## src/rtl/uart_rx_axis.sv

```systemverilog
// rtl/uart_rx_axis.sv - 8-N-1 UART receiver with a one-entry AXI-Stream output register
// Frames are timed from the shared 16x baud tick; bits are sampled mid-cell.
module uart_rx_axis #(
  parameter int DATA_WIDTH = 8
) (
  input  logic                  aclk,
  input  logic                  reset,
  input  logic                  clk_en_16_x_baud,
  input  logic                  UART_RX,
  output logic [DATA_WIDTH-1:0] m_axis_tdata,
  output logic                  m_axis_tvalid,
  input  logic                  m_axis_tready,
  output logic                  frame_error,
  output logic                  overrun
);

  localparam int BW = $clog2(DATA_WIDTH + 1);

  typedef enum logic [1:0] {
    S_IDLE,
    S_START,
    S_DATA,
    S_STOP
  } state_t;

  state_t                state_q, state_d;
  logic                  sync1_q, sync2_q;
  logic                  rx;
  logic [3:0]            tcnt_q, tcnt_d;
  logic [BW-1:0]         bcnt_q, bcnt_d;
  logic [DATA_WIDTH-1:0] shreg_q, shreg_d;
  logic [DATA_WIDTH-1:0] tdata_q, tdata_d;
  logic                  tvalid_q, tvalid_d;
  logic                  ferr_q, ferr_d;
  logic                  ovr_q, ovr_d;
  logic                  tick;
  logic                  at_mid;
  logic                  at_end;
  logic                  last_bit;
  logic                  stop_take;
  logic                  xfer;

  assign rx       = sync2_q;
  assign tick     = clk_en_16_x_baud;
  assign at_mid   = (tcnt_q == 4'd7);
  assign at_end   = (tcnt_q == 4'hF);
  assign last_bit = (bcnt_q == BW'(DATA_WIDTH - 1));
  assign xfer     = tvalid_q && m_axis_tready;

  always_ff @(posedge aclk or posedge reset) begin
    if (reset) begin
      sync1_q <= 1'b1;
      sync2_q <= 1'b1;
    end else begin
      sync1_q <= UART_RX;
      sync2_q <= sync1_q;
    end
  end

  always_ff @(posedge aclk or posedge reset) begin
    if (reset) begin
      state_q <= S_IDLE;
    end else begin
      state_q <= state_d;
    end
  end

  always_comb begin
    state_d = state_q;
    if (tick) begin
      case (state_q)
        S_IDLE:  if (!rx) state_d = S_START;
        S_START: if (at_mid) state_d = rx ? S_IDLE : S_DATA;
        S_DATA:  if (at_end && last_bit) state_d = S_STOP;
        S_STOP:  if (at_end) state_d = S_IDLE;
        default: state_d = S_IDLE;
      endcase
    end
  end

  always_comb begin
    tcnt_d    = tcnt_q;
    bcnt_d    = bcnt_q;
    shreg_d   = shreg_q;
    stop_take = 1'b0;
    if (tick) begin
      case (state_q)
        S_IDLE: begin
          tcnt_d = '0;
        end
        S_START: begin
          tcnt_d = at_mid ? 4'd0 : tcnt_q + 4'd1;
          if (at_mid) bcnt_d = '0;
        end
        S_DATA: begin
          tcnt_d = tcnt_q + 4'd1;
          if (at_end) begin
            shreg_d = {rx, shreg_q[DATA_WIDTH-1:1]};
            bcnt_d  = bcnt_q + BW'(1);
          end
        end
        S_STOP: begin
          tcnt_d    = tcnt_q + 4'd1;
          stop_take = at_end;
        end
        default: tcnt_d = '0;
      endcase
    end

    // A byte may load on the same edge the held one is taken.
    tdata_d  = tdata_q;
    tvalid_d = tvalid_q && !m_axis_tready;
    ferr_d   = stop_take && !rx;
    ovr_d    = 1'b0;
    if (stop_take && rx) begin
      if (!tvalid_q || xfer) begin
        tdata_d  = shreg_q;
        tvalid_d = 1'b1;
      end else begin
        ovr_d = 1'b1;
      end
    end
  end

  always_ff @(posedge aclk or posedge reset) begin
    if (reset) begin
      tcnt_q   <= '0;
      bcnt_q   <= '0;
      shreg_q  <= '0;
      tdata_q  <= '0;
      tvalid_q <= 1'b0;
      ferr_q   <= 1'b0;
      ovr_q    <= 1'b0;
    end else begin
      tcnt_q   <= tcnt_d;
      bcnt_q   <= bcnt_d;
      shreg_q  <= shreg_d;
      tdata_q  <= tdata_d;
      tvalid_q <= tvalid_d;
      ferr_q   <= ferr_d;
      ovr_q    <= ovr_d;
    end
  end

  assign m_axis_tdata  = tdata_q;
  assign m_axis_tvalid = tvalid_q;
  assign frame_error   = ferr_q;
  assign overrun       = ovr_q;

endmodule

```

## config.mk

```make
export PLATFORM = sky130hd
export DESIGN_NAME = uart_rx_axis
export DESIGN_NICKNAME = d
export VERILOG_FILES = /design/src/rtl/uart_rx_axis.sv
export SDC_FILE = /design/constraint.sdc
export NUM_CORES = 1
export LEC_CHECK = 0
export BUFFER_PORTS_ARGS = -buffer_cell sky130_fd_sc_hd__buf_2
export CELL_PAD_IN_SITES_DETAIL_PLACEMENT = 0
export CELL_PAD_IN_SITES_GLOBAL_PLACEMENT = 1
export CORE_ASPECT_RATIO = 1.1
export CORE_UTILIZATION = 46
export DETAILED_ROUTE_END_ITERATION = 7
export HOLD_SLACK_MARGIN = 0.12
export PLACE_DENSITY = 0.76
export SKIP_CTS_REPAIR_TIMING = 1
export SLEW_MARGIN = 5
export SYNTH_ARGS = -nofsm -noshare
export SYNTH_HDL_FRONTEND = slang
export SYNTH_SLANG_ARGS = --single-unit
```

## constraint.sdc

```tcl
create_clock -name aclk -period 2.3 [get_ports aclk]
set_clock_uncertainty 0.1 [all_clocks]
set_input_delay 0.23 -clock aclk [delete_from_list [all_inputs] [get_ports aclk]]
set_output_delay 0.23 -clock aclk [all_outputs]
set_load 0.05 [all_outputs]
```

# Word-level counts from Yosys, hierarchy flattened
# Cells that the tools add are included.
[totals] ff_bits=31 inputBits=5 output_inout_bits=11
[classes] addsub=2 eq_ne=11 mux=17 n_reduce_logical=16
[op_table] operator="$mux W4" count=3
[op_table] operator="$pmux W4 S3" count=1
[op_table] operator="$mux W2" count=5
[op_table] operator="$ne A2 B2 Y1 const B" count=5
[op_table] operator="$add A4 B1 Y4 const B" count=2
[op_table] operator="$eq A4 B3 Y1 const B" count=2
[op_table] operator="$pmux W2 S4" count=1
[op_table] operator="$pmux W4 S2" count=1
[op_table] operator="$mux W1" count=6
[op_table] operator="$logic_and A1 B1 Y1" count=5
[op_table] operator="$reduce_and A5 Y1" count=1
[op_table] operator="$eq A2 B2 Y1 const B" count=2
[op_table] operator="$eq A4 B4 Y1 const B" count=1
[op_table] operator="$reduce_and A4 Y1" count=1
[op_table] operator="$logic_not A1 Y1" count=3
[op_table] operator="$reduce_and A3 Y1" count=1
[op_table] operator="$eq A2 B1 Y1 const B" count=1
[op_table] operator="$logic_not A2 Y1" count=1
[op_table] operator="$reduce_and A2 Y1" count=1
[op_table] operator="$reduce_bool A2 Y1" count=1
[op_table] operator="$reduce_or A2 Y1" count=1
[op_table] operator="$logic_or A1 B1 Y1" count=1

# Logic depth before layout (Yosys ltp)
[logic_depth] word_depth=5 depth_mapped=6 depth_no_buf=4

# Worst setup path after synthesis
# No wires, ideal clock.
[synth_timing] path_kind="register to register" start="register tcnt_q[0]" end="register tdata_q[0] (netlist: m_axis_tdata[0])" arrival_ps=1548 t_required_ps=2075 setup_slack_ps=527 path_stages_with_launch=7 path_buffers=2 synth_period_minus_slack_ps=1773 cell_sequence="dfrtp_1 > ha_1 > and3_1 > buf_6 > and4_4 > buf_12 > mux2_4"
[synth_via] elab_chain_cells=5
[synth_rtl] element="start: declaration" line_no="29" rtl="logic [3:0] tcnt_q, tcnt_d;"
[synth_rtl] element="start signal: assignment" line_no="135" rtl="tcnt_q <= tcnt_d;"
[synth_rtl] element="$eq A4 B4 Y1" line_no="46" rtl="assign at_end = (tcnt_q == 4'hF);"
[synth_rtl] element="$mux W1" line_no="87" rtl="case (state_q)"
[synth_rtl] element="$mux W1" line_no="86" rtl="if (tick) begin"
[synth_rtl] element="$logic_and A1 B1 Y1" line_no="115" rtl="if (stop_take && rx) begin"
[synth_rtl] element="$reduce_and A2 Y1 (no line)"
[synth_rtl] element="end signal: assignment" line_no="138" rtl="tdata_q <= tdata_d;"
[synth_rtl] element="end: declaration" line_no="32" rtl="logic [DATA_WIDTH-1:0] tdata_q, tdata_d;"
# No other way between the ends.
# A chain may end at the register's enable or synchronous reset.

# Final worst setup path
[layout_timing] start="register tcnt_q[0]" end="register tdata_q[3] (netlist: m_axis_tdata[3])"
# Same word-level chain as after synthesis.

==> results.cfg <==
[setup_path]
timing.critical_path.fanout_max = 8
endpoint_kind = register
rrSetupSlack_ns = 0.38
critical_path.max_stage_delay_ns = 0.39
cp_slowest_cell = dfrtp_1
path_class = reg2reg
crit_path_cell_trace = ha_1 -> and3_1 -> and4_4 -> mux2_4
startpoint_type = register
crit_arrival_ns = 2.04
worstReg2RegStart = tcnt_q[0]
regToRegEndpoint = m_axis_tdata[3]
rr_worst_depth = 4
worstPathRequired_ns = 2.42

[layout]
design_area_um2 = 1600
final_core_utilization = 0.528
antenna_cells = 0
area_growth_syn_to_fin_pct = 10.2
filler_cell_count = 271
fin_cells = 172
post_route_cells_drive_above_1_share = 0.326
nets = 144

[cts]
tritoncts = yes
cts_buffers = 5
worst_setup_hold_path_clk_slew_ns = 0.09
insertion_delay_ns = 0.33
clock_tree.htree_level_count = 2
clock_sinks = 31
root_buffer = clkbuf_4
cts.path.max_buffers = 2

[power_and_ir_drop]
clockPowerShare = 0.240
power_mw = 1.24
power_report.internal_total_mw = 0.862
vdd.ir_drop.worst_v = 0.000490
net-switching-power_mw = 0.382
power.static_leakage_nw = 0.794
power_switching_share = 0.307
seqPwrFrac = 0.576
power.density_cell_area_nw_per_um2 = 779
p_comb_frac = 0.184

[place]
numPortBuffers = 15
place_worst_setup_slack_ns = 0.377
hpwl_um = 1770
place.gp.congestion = 0.798
area_of_placed_instances_um2 = 1520
place.detailed.instances = 161

[timing]
final.setup.tns_ns = 0
setup_ws_ns = 0.381
fin_crit_sh = 0.834
fmax_mhz = 521
grt_setup_unrepaired = no
timing.final.max_slew_violations = 0
hold_ws_ns = 0.170
tightest_slew_ns = 0.384
hold_viol = 0
final_setup_violation_count = 0
layout_min_cycle_time_ns = 1.92
slew_headroom = 0.744

[global_route]
number_of_global_route_vias_before_repair = 992
globalRouteOverflowTotal = 0
grt_max_degree = 32
grt_pass1_wl_um = 4430
grt_use_total = 0.177
grt_antenna_before_repair = 0

[yosys]
synth_common_cells = dfrtp_1, mux2_2, mux2_4, nand2b_1, o21ai_0
ys_seq_elements = 31
mappedNetlistArea_um2 = 1450
synth_sequential_area_ratio = 0.537
synthCells = 117
yosysWarnings = 0
ys_async_sr_fraction = 1.00
synth_nets = 124
synth_top_cell_area_share = 0.501
synth-edff-count = 0
synthMostInstantiatedCell = dfrtp_1
netlist.top_cell.by_area = dfrtp_1
synth_area_per_cell_um2 = 12.4
synth.top_cells.by_area = dfrtp_1, mux2_4, mux2_2
synthFlopType = dfrtp_1
netlist-cell-type-count = 37

[drt]
initialDrtViolationCount = 29
vias = 981
route.final.wire_length_um = 2560
detail-route-antenna-nets = 0
drt-pass1-iter-count = 4
route.detailed.wl_per_inst_um = 14.9
detail_route.vias_per_cell = 5.70
drc = 0

[floorplanning]
fp-row-count = 21
num_io_pins = 16
initial_utilization = 0.480
chipWidth_um = 55.5
die_outline_area_um2 = 3380
die_height_um = 60.9
core_area_um2 = 3020

[worst_hold_path]
holdCritPathClass = in2reg
holdPathEnd = tcnt_q[3]
worstHoldStart = clk_en_16_x_baud
hold-path-cell-count = 2

[run_status]
outcome = finished clean

[job]
maxCapViolations = 0
## final cells by class
type	count	area, um2	area share
Tap cell	34	42.5	0.0266
Clock buffer	7	45.0	0.0282
Timing Repair Buffer	19	113	0.0705
Inverter	5	18.8	0.0118
Clock inverter	1	5.00	0.00313
Multi-Input combinational cell	75	594	0.372
Sequential cell	31	778	0.487
## worst max path at each step
stage	start	to	cells past startpoint
2_1_floorplan	tcnt_q[0]	m_axis_tdata[0]	6
3_3_place_gp	tcnt_q[0]	m_axis_tdata[0]	4
3_5_place_dp	tcnt_q[0]	m_axis_tdata[3]	4
4_1_cts	tcnt_q[0]	m_axis_tdata[3]	4
5_1_grt	tcnt_q[0]	m_axis_tdata[3]	4
6_report	tcnt_q[0]	m_axis_tdata[3]	4
## critical path, delay by kind of cell, from the launching register on
kind,cells,cell delay [ns]
multiplexers,1,0.32
adder cells (fa/ha/maj),1,0.31
AND/OR/NAND/NOR,2,0.70
flip-flops,1,0.39
## cells by family (layout without fill, tap and decap cells)
group           Yosys count  count (layout)  synth area share
compound gates           24              24             0.111
buf+inv                  11              32            0.0527
flops                    31              31             0.537
simple gates             33              33             0.136
fa+ha+maj                 2               2            0.0173
mux                      16              16             0.145
## registers in the layout (all words and copies together) (netlist names), 4 cells and up, named ones only
signal and flops:
bcnt_q 4, m_axis_tdata 8, shreg_q 8, tcnt_q 4
## cell usage in the layout (no fill, tap or decap), types with 3 or more instances in the layout
| cell | instances |
|---|---|
| clkbuf_4 | 5 |
| mux2_2 | 8 |
| dlygate4sd3_1 | 3 |
| nand4_1 | 3 |
| mux2_4 | 8 |
| nand2b_1 | 6 |
| a21oi_1 | 3 |
| dfrtp_1 | 29 |
| nor2_1 | 3 |
| nand2_1 | 5 |
| inv_1 | 5 |
| o21ai_0 | 6 |
| buf_2 | 15 |
## routing by layer
metal / part of all wire / up-vias / track usage / wire (um)
li1: - / 468 / - / -
met5: 0 / - / 0 / 0
met1: 0.44 / 483 / 0.196 / 1120
met4: 0.025 / 0 / 0.104 / 63
met2: 0.50 / 23 / 0.313 / 1280
met3: 0.039 / 7 / 0.0512 / 100
## power by group through the flow
| stage | clock, mW | sequential (mW) | combinational, mW |
|---|---|---|---|
| after floorplan | 0 | 0.688 | 0.215 |
| after global placement | 0 | 0.720 | 0.220 |
| after detailed placement | 0 | 0.727 | 0.229 |
| after CTS | 0.312 | 0.715 | 0.230 |
| after global routing | 0.331 | 0.731 | 0.265 |
| final | 0.298 | 0.716 | 0.229 |
(Power assumes the default switching activity.)
